**src/rtl/uart_pkg.sv**
```systemverilog
// ----------------------------------------------------------------------------
// uart_pkg
// Shared UART definitions used by the transmit framer and the future receiver.
//   uart_tx_state_t : transmit framer FSM states
//   PAR_*           : parity mode encodings for the PARITY parameter
//   parity_bit()    : parity of a (zero-extended) data word for a given mode
// ----------------------------------------------------------------------------
package uart_pkg;

    typedef enum logic [2:0] {
        ST_IDLE,
        ST_ARMED,
        ST_START,
        ST_DATA,
        ST_PARITY,
        ST_STOP
    } uart_tx_state_t;

    localparam int PAR_NONE = 0;
    localparam int PAR_ODD  = 1;
    localparam int PAR_EVEN = 2;

    // Zero-extension of narrower words does not change the XOR reduction,
    // so one 9-bit helper covers every legal DATA_BITS.
    function automatic logic parity_bit(input logic [8:0] data, input int mode);
        if (mode == PAR_ODD) begin
            return ~^data;
        end
        return ^data;
    endfunction

endpackage

```
**src/rtl/baud_edge_detect.sv**
```systemverilog
// ----------------------------------------------------------------------------
// baud_edge_detect
// Rising-edge detector for a baud level toggled in the clk domain.
//   clk      in  : system clock
//   rst_n    in  : asynchronous active-low reset
//   level    in  : baud level (already synchronous to clk)
//   tick     out : high for the one cycle in which level is 1 and was 0
// RESET_VAL sets the delay flop's reset value; with 1 a level that is already
// high when reset releases is not reported as an edge.
// ----------------------------------------------------------------------------
module baud_edge_detect #(
    parameter logic RESET_VAL = 1'b1
) (
    input  logic clk,
    input  logic rst_n,
    input  logic level,
    output logic tick
);

    logic level_q;

    always_ff @(posedge clk or negedge rst_n) begin
        if (!rst_n) begin
            level_q <= RESET_VAL;
        end else begin
            level_q <= level;
        end
    end

    assign tick = level & ~level_q;

endmodule

```
**src/rtl/uart_tx_framer.sv**
```systemverilog
// ----------------------------------------------------------------------------
// uart_tx_framer
// Serial UART transmitter: start bit, LSB-first data, optional parity, and
// one or two stop bits, advanced on rising edges of the baud level.
//   clk        in  : system clock
//   rst_n      in  : asynchronous active-low reset
//   baud_clk   in  : transmit baud level, rising edge = bit boundary
//   tx_data    in  : word to send, sampled on handshake
//   tx_valid   in  : tx_data valid
//   tx_ready   out : word can be accepted (FSM idle)
//   tx         out : serial line, idles high
//   busy       out : frame pending or on the line
//   frame_done out : one-cycle pulse when the final stop bit ends
//
// state  | meaning
// IDLE   | line high, accepting a word
// ARMED  | word latched, waiting for the next bit boundary
// START  | driving the start bit
// DATA   | driving data bits, LSB first
// PARITY | driving the parity bit
// STOP   | driving stop bits
// ----------------------------------------------------------------------------
module uart_tx_framer
    import uart_pkg::*;
#(
    parameter int DATA_BITS = 8,
    parameter int PARITY    = 0,
    parameter int STOP_BITS = 1
) (
    input  logic                 clk,
    input  logic                 rst_n,
    input  logic                 baud_clk,
    input  logic [DATA_BITS-1:0] tx_data,
    input  logic                 tx_valid,
    output logic                 tx_ready,
    output logic                 tx,
    output logic                 busy,
    output logic                 frame_done
);

    localparam int                CNT_W     = $clog2(DATA_BITS);
    localparam logic [CNT_W-1:0]  BIT_LAST  = CNT_W'(DATA_BITS - 1);
    localparam logic              STOP_LAST = (STOP_BITS == 2);

    uart_tx_state_t         state_q, state_d;
    logic [DATA_BITS-1:0]   shift_q, shift_d;
    logic [CNT_W-1:0]       bit_cnt_q, bit_cnt_d;
    logic                   stop_cnt_q, stop_cnt_d;
    logic                   parity_q, parity_d;
    logic                   tx_q, tx_d;
    logic                   frame_done_q, frame_done_d;
    logic                   tick;

    baud_edge_detect #(
        .RESET_VAL (1'b1)
    ) u_edge (
        .clk   (clk),
        .rst_n (rst_n),
        .level (baud_clk),
        .tick  (tick)
    );

    always_ff @(posedge clk or negedge rst_n) begin
        if (!rst_n) begin
            state_q      <= ST_IDLE;
            shift_q      <= '0;
            bit_cnt_q    <= '0;
            stop_cnt_q   <= 1'b0;
            parity_q     <= 1'b0;
            tx_q         <= 1'b1;
            frame_done_q <= 1'b0;
        end else begin
            state_q      <= state_d;
            shift_q      <= shift_d;
            bit_cnt_q    <= bit_cnt_d;
            stop_cnt_q   <= stop_cnt_d;
            parity_q     <= parity_d;
            tx_q         <= tx_d;
            frame_done_q <= frame_done_d;
        end
    end

    always_comb begin
        state_d      = state_q;
        shift_d      = shift_q;
        bit_cnt_d    = bit_cnt_q;
        stop_cnt_d   = stop_cnt_q;
        parity_d     = parity_q;
        tx_d         = tx_q;
        frame_done_d = 1'b0;

        case (state_q)
            ST_IDLE: begin
                tx_d = 1'b1;
                // A tick in the acceptance cycle is deliberately not looked
                // at here; the start bit waits for the next boundary.
                if (tx_valid) begin
                    shift_d  = tx_data;
                    parity_d = parity_bit(9'(tx_data), PARITY);
                    state_d  = ST_ARMED;
                end
            end
            ST_ARMED: begin
                if (tick) begin
                    tx_d    = 1'b0;
                    state_d = ST_START;
                end
            end
            ST_START: begin
                if (tick) begin
                    tx_d      = shift_q[0];
                    shift_d   = shift_q >> 1;
                    bit_cnt_d = '0;
                    state_d   = ST_DATA;
                end
            end
            ST_DATA: begin
                if (tick) begin
                    if (bit_cnt_q == BIT_LAST) begin
                        if (PARITY != PAR_NONE) begin
                            tx_d    = parity_q;
                            state_d = ST_PARITY;
                        end else begin
                            tx_d       = 1'b1;
                            stop_cnt_d = 1'b0;
                            state_d    = ST_STOP;
                        end
                    end else begin
                        tx_d      = shift_q[0];
                        shift_d   = shift_q >> 1;
                        bit_cnt_d = bit_cnt_q + CNT_W'(1);
                    end
                end
            end
            ST_PARITY: begin
                if (tick) begin
                    tx_d       = 1'b1;
                    stop_cnt_d = 1'b0;
                    state_d    = ST_STOP;
                end
            end
            ST_STOP: begin
                if (tick) begin
                    if (stop_cnt_q == STOP_LAST) begin
                        frame_done_d = 1'b1;
                        state_d      = ST_IDLE;
                    end else begin
                        stop_cnt_d = stop_cnt_q + 1'b1;
                    end
                end
            end
            default: begin
                tx_d    = 1'b1;
                state_d = ST_IDLE;
            end
        endcase
    end

    assign tx         = tx_q;
    assign tx_ready   = (state_q == ST_IDLE);
    assign busy       = (state_q != ST_IDLE);
    assign frame_done = frame_done_q;

endmodule
```
**config.mk**
```make
export PLATFORM = sky130hd
export DESIGN_NAME = uart_tx_framer
export DESIGN_NICKNAME = d
export VERILOG_FILES = /design/src/rtl/uart_pkg.sv /design/src/rtl/baud_edge_detect.sv /design/src/rtl/uart_tx_framer.sv
export SDC_FILE = /design/constraint.sdc
export NUM_CORES = 1
export LEC_CHECK = 0
export CAP_MARGIN = 30
export CORE_MARGIN = 2
export CORE_UTILIZATION = 55
export CTS_CLUSTER_DIAMETER = 200
export DETAILED_ROUTE_END_ITERATION = 10
export PLACE_DENSITY = 0.8
export SLEW_MARGIN = 25
export SYNTH_ARGS = -nofsm -noshare
export SYNTH_HDL_FRONTEND = slang
export SYNTH_SLANG_ARGS = --single-unit
```
**constraint.sdc**
```tcl
create_clock -name clk -period 4.2 [get_ports clk]
set_input_delay 0.84 -clock clk [delete_from_list [all_inputs] [get_ports clk]]
set_output_delay 0.84 -clock clk [all_outputs]
set_load 0.02 [all_outputs]
```
=== Word level (Yosys, flattened, before mapping) ===
Index checks and enable logic that the tools add are counted.

* Output and inout port bits: 4
* Input bits: 12
* Register bits: 18
* Word-level logic and storage cells: 69

* Equal/unequal tests: 15
* Bitwise logic cells: 3
* Multiplexer cells: 32
* Reductions and logical operators: 10
* $add $sub $neg: 2

{| class="wikitable"
|+ Operators by type and width
! operator !! number
|-
| 2-to-1 mux 3 bit || 11
|-
| 2-to-1 mux 8 bit || 4
|-
| one-hot mux 8 bit (3 select lines) || 1
|-
| != test 2 bit, second input constant || 9
|-
| one-hot mux 3 bit (6 select lines) || 1
|-
| AND reduction 5 bit || 3
|-
| 2-to-1 mux 1 bit || 12
|-
| == test 3 bit, second input constant || 3
|-
| nonzero test 3 bit || 3
|-
| AND reduction 8 bit || 1
|-
| == test 3 x 2 -> 1 bit, second input constant || 2
|-
| one-hot mux 3 bit (2 select lines) || 1
|-
| one-hot mux 1 bit (5 select lines) || 1
|-
| AND reduction 4 bit || 1
|-
| adder 3 x 1 -> 3 bit, second input constant || 1
|-
| == test 3 x 1 -> 1 bit, second input constant || 1
|-
| zero test 3 bit || 1
|-
| one-hot mux 1 bit (3 select lines) || 1
|-
| inverter 1 bit || 2
|-
| nonzero test 2 bit || 1
|-
| adder 1 bit, second input constant || 1
|-
| bitwise AND 1 bit || 1
|}

=== Logic depth before layout (Yosys ltp) ===
* Depth after elaboration: 4
* Depth in mapped cells: 8
* Mapped depth without buffers: 6

=== Hierarchy ===
A second synthesis with hierarchy kept.

* Cells, all modules: 81
* Area, all modules: 912.1 um2

{| class="wikitable"
|+ Modules (own cells, without submodules)
! module !! cells an instance !! instances !! area an instance (um2) !! seq. area each (um2)
|-
| uart_tx_framer || 79 || 1 || 872.1 || 401.6
|-
| baud_edge_detect || 2 || 1 || 40.0 || 26.3
|}

=== Worst setup path after synthesis ===
OpenSTA, ideal clock, no wires.

* Kind: register to output
* Start point: register state_q[0]
* End point: output port busy
* Slack: 2.008 ns
* Data arrival time: 1.352 ns
* Data required time: 3.360 ns
* Buffers on the path: 1
* Cell stages (with the launch flop): 4
* Cells stage by stage: dfrtp_1 -> buf_4 -> nor3_1 -> inv_1

* Cells in the longest elaborated chain, start to end: 1

{| class="wikitable"
|+ RTL lines
! item !! RTL line !! text
|-
| start, declared || uart_tx_framer.sv:45 || <nowiki>uart_tx_state_t state_q, state_d;</nowiki>
|-
| start signal, assigned || uart_tx_framer.sv:73 || <nowiki>state_q <= state_d;</nowiki>
|-
| nonzero test 3 bit || uart_tx_framer.sv:161 || <nowiki>assign busy = (state_q != ST_IDLE);</nowiki>
|-
| end, declared || uart_tx_framer.sv:37 || <nowiki>output logic busy,</nowiki>
|}

No other way between the ends.

=== Worst setup path after layout ===
* Start point: register state_q[1]
* End point: output port tx_ready

* Cells in the longest elaborated chain, start to end: 1

{| class="wikitable"
|+ RTL lines
! item !! RTL line !! text
|-
| zero test 3 bit || - ||
|-
| end, declared || uart_tx_framer.sv:35 || <nowiki>output logic tx_ready,</nowiki>
|}

No other way between the ends.

==> flow_summary_export.csv <==
group,metric,value,unit
status,result_of_the_run,"finished, final reports clean",
worst_setup_path,critical_path.top_delay_family,"buffers and inverters",
worst_hold_path,hold_path_class,"flop to flop",
synthesis,xor_and_xnor_area_share_after_synthesis,0,
power_and_ir_drop,leakagePower,0.000451,µW
timing,maxSlewHeadroom,0.486,
route,drt-pass1-iter-count,4,
die,fp.dieArea,2080,µm²
worst_setup_path,slowest_delay,0.65,ns
cells_and_area,final_core_utilization,0.659,
route,wl_met2,722,µm
synthesis,fraction_of_synthesis_flops_using_an_asynchronous_set_or_reset_pin,1.00,
synthesis,mappedNetlistArea,950,µm²
worst_setup_path,worstRegToRegCells,6,
clocking,numCtsBuffers,3,
timing,tns,0,ns
die,io_pins,16,
placed_design,placed_cell_area,1070,µm²
clocking,cts_buffer_depth,2,
timing,worst_slew_pin_slew,0.769,ns
worst_setup_path,worst-r2r-setup-slack,2.58,ns
die,die_h,45.6,µm
power_and_ir_drop,power_frac_clock,0.152,
cells_and_area,area_delta_synth_final,15.9,%
job,max_cap_violations,0,
die,die-width,45.6,µm
synthesis,avgSynthCellArea,10.6,µm²
placed_design,detailedPlacementHpwl,1130,µm
clocking,cts.clk_slew.worst_paths,0.10,ns
global_route,pin_count_of_the_biggest_net_entering_global_routing,18,
route,post_drt_via_cell_ratio,5.56,
synthesis,synthSimpleGateAreaFrac,0.220,
route,wl_met1,767,µm
global_route,grt_pass1_vias,611,
clocking,cts_hold_repair.buffers,0,
synthesis,complex_gate_fraction_of_the_synthesized_area,0.175,
power_and_ir_drop,total_switching_power,215,µW
worst_setup_path,crit_path_top_delay_cell,"clkdlybuf4s50_1",
synthesis,synth_top_family_by_area,"simple AND/OR/NAND/NOR gates",
timing,grt_setup_unrepaired,"false",
clocking,clk-insertion-delay-late,0.29,ns
synthesis,synth-edff-count,0,
route,route.final.wire_length,1570,µm
worst_setup_path,crit_type,"flop to output port",
clocking,cts_tree,"built",
worst_setup_path,critical_path_peak_fanout,12,
global_route,grt_first_pass_wirelength,2590,µm
worst_hold_path,hold_path_end,"shift_q[7]",
synthesis,synthCells,90,
global_route,grt_antenna_before_repair,0,
placed_design,gp_congestion,0.791,
worst_setup_path,arrival,1.79,ns
clocking,cts_num_sinks,17,
route,drt.antenna.violating_nets,0,
route,route.vias.total,667,
worst_setup_path,worst_setup_path_start_kind,"flop",
die,fp-row-count,15,
global_route,groute.usage.overall,0.177,
clocking,cts-htree-levels,1,
timing,post-route-period-util,0.626,
worst_setup_path,critical_path.reg2reg.endpoint,"shift_q[2]",
power_and_ir_drop,power.internal,367,µW
synthesis,synthesis.yosys.warnings,0,
cells_and_area,nNetsFinal,118,
worst_setup_path,crit-reg2reg-launch,"bit_cnt_q[0]",
power_and_ir_drop,power.density_cell_area,529,nW/µm²
worst_setup_path,path_buf_inv,1,
placed_design,port_buffers,15,
power_and_ir_drop,share_seq_of_total_power,0.484,
timing,endpoints_failing_setup,0,
cells_and_area,stdcell_area,1100,µm²
clocking,buffer_type_at_the_clock_tree_root,"clkbuf_4",
timing,finClkSkew,0.00285,ns
timing,slew_viol_final,0,
cells_and_area,share_of_post_route_cells_with_drive_strength_above_1,0.155,
synthesis,synthesis.nets,104,
worst_setup_path,critical_path.endpoint_type,"output port",
route,drcViolationCount,0,
timing,timing.final.hold_violations,0,
synthesis,synth.distinct_cells,33,
route,number_of_violations_reported_at_the_end_of_detailed_routing_iteration_0,13,
die,initial_utilization,0.569,
route,top_layer,"met4",
synthesis,area_share_of_fa_ha_maj_cells_after_synthesis,0.0264,
worst_hold_path,worst_hold_path.num_cells,2,
power_and_ir_drop,swShare,0.370,
cells_and_area,antenna_cells,0,
clocking,cts_post_setup_buffers_inserted,0,
synthesis,ys_seq_area_frac,0.451,
placed_design,dpl_worst_slack,1.91,ns
timing,setup_ws,1.57,ns
worst_hold_path,timing.hold.worst.start,"shift_q[7]",
power_and_ir_drop,comb_power_share,0.364,
die,design.core.area,1670,µm²
route,routedWlPerCell,13.1,µm
worst_setup_path,critPathRequiredTime,3.36,ns
power_and_ir_drop,max-vdd-ir-drop,0.338,mV
clocking,postCtsResizedCells,0,
route,detail_route_met3_wl,59,µm
worst_setup_path,worstPathCellList,"nor3_1 -> clkdlybuf4s50_1",
timing,achievable-frequency,381,MHz
timing,min_period,2.63,ns
synthesis,synthMuxAreaShare,0.0738,
synthesis,synth_ff_type,"dfrtp_1",
synthesis,yosys_register_bits,17,
global_route,global_route.overflow_total,0,
==> worst min-delay path: stages (launching register included) <==
cell and delay (ns):
dfrtp_1 0.35, nand2_1 0.06, o21ai_2 0.05
==> power by group through the flow <==
stage	combinational, µW	clock, µW	sequential, µW
after global routing	239	97.9	290
after global placement	207	0	281
final	212	88.4	282
after CTS	215	90.4	281
after floorplan	196	0	261
after detailed placement	214	0	285
==> placed cells by master, fill, tap and decap left out, types with 2 or more instances in the layout <==
master	count
a21oi_1	2
a22o_1	3
clkbuf_4	3
clkdlybuf4s50_1	15
dfrtp_1	15
dfstp_2	2
ha_1	2
mux2i_1	7
nand2_1	13
nand2b_1	4
nor2_1	3
nor2b_1	2
nor3_1	3
o21ai_0	3
o21ai_1	8
o21ai_2	2
==> area by class of cell <==
class / instances / area (µm²)
clock inverter: 1 / 5.00
multi-input combinational: 66 / 470
inverter: 1 / 3.75
fill: 139 / 569
sequential: 17 / 428
tap: 17 / 21.3
timing repair buffer: 15 / 150
clock buffer: 3 / 22.5
==> logic make-up after synthesis <==
group | after synthesis
flops | 17
mux | 7
fa+ha+maj | 2
compound gates | 24
simple gates | 33
buf+inv | 7
==> synth_stat cells, types with 2 or more instances <==
library cell | number | area (µm²)
mux2i_1 | 7 | 70.1
buf_6 | 2 | 22.5
nor3_1 | 3 | 15.0
dfrtp_1 | 15 | 375
o21ai_0 | 3 | 15.0
nor2_1 | 3 | 11.3
nand2b_1 | 4 | 25.0
o21ai_2 | 2 | 17.5
a22o_1 | 3 | 26.3
ha_1 | 2 | 25.0
nor2b_1 | 2 | 12.5
a21oi_1 | 2 | 10.0
buf_4 | 2 | 15.0
o21ai_1 | 8 | 40.0
nand2_1 | 13 | 48.8
dfstp_2 | 2 | 52.6
==> state kept, by name, indices dropped and copies added (netlist names) <==
name,count
state_q,3
bit_cnt_q,3
tx,1
u_edge.level_q,1
frame_done,1
shift_q,8
==> routing by layer <==
layer,track usage,vias up
met2,0.259,12
met5,0,-
li1,-,341
met1,0.244,310
met3,0.0516,4
met4,0.0706,0
==> worst max-delay path by stage <==
stage / start / to / slack [ns] / cells after the start
6_report: state_q[1] / tx_ready / 1.57 / 2
5_1_grt: state_q[1] / tx_ready / 1.50 / 2
4_1_cts: state_q[1] / tx_ready / 1.57 / 2
3_5_place_dp: state_q[1] / tx_ready / 1.91 / 2
3_3_place_gp: state_q[1] / tx_ready / 1.93 / 2
2_1_floorplan: state_q[0] / busy / 2.01 / 3
==> metrics by stage <==
stage               hold WS [ns]  power, µW  instances
floorplan                  0.451        457         90
global placement           0.461        487        116
detailed placement         0.464        499        116
CTS                        0.487        587        120
global route               0.511        627        120
finish                     0.482        582        120
No activity file was read; power rests on OpenSTA's default activity.
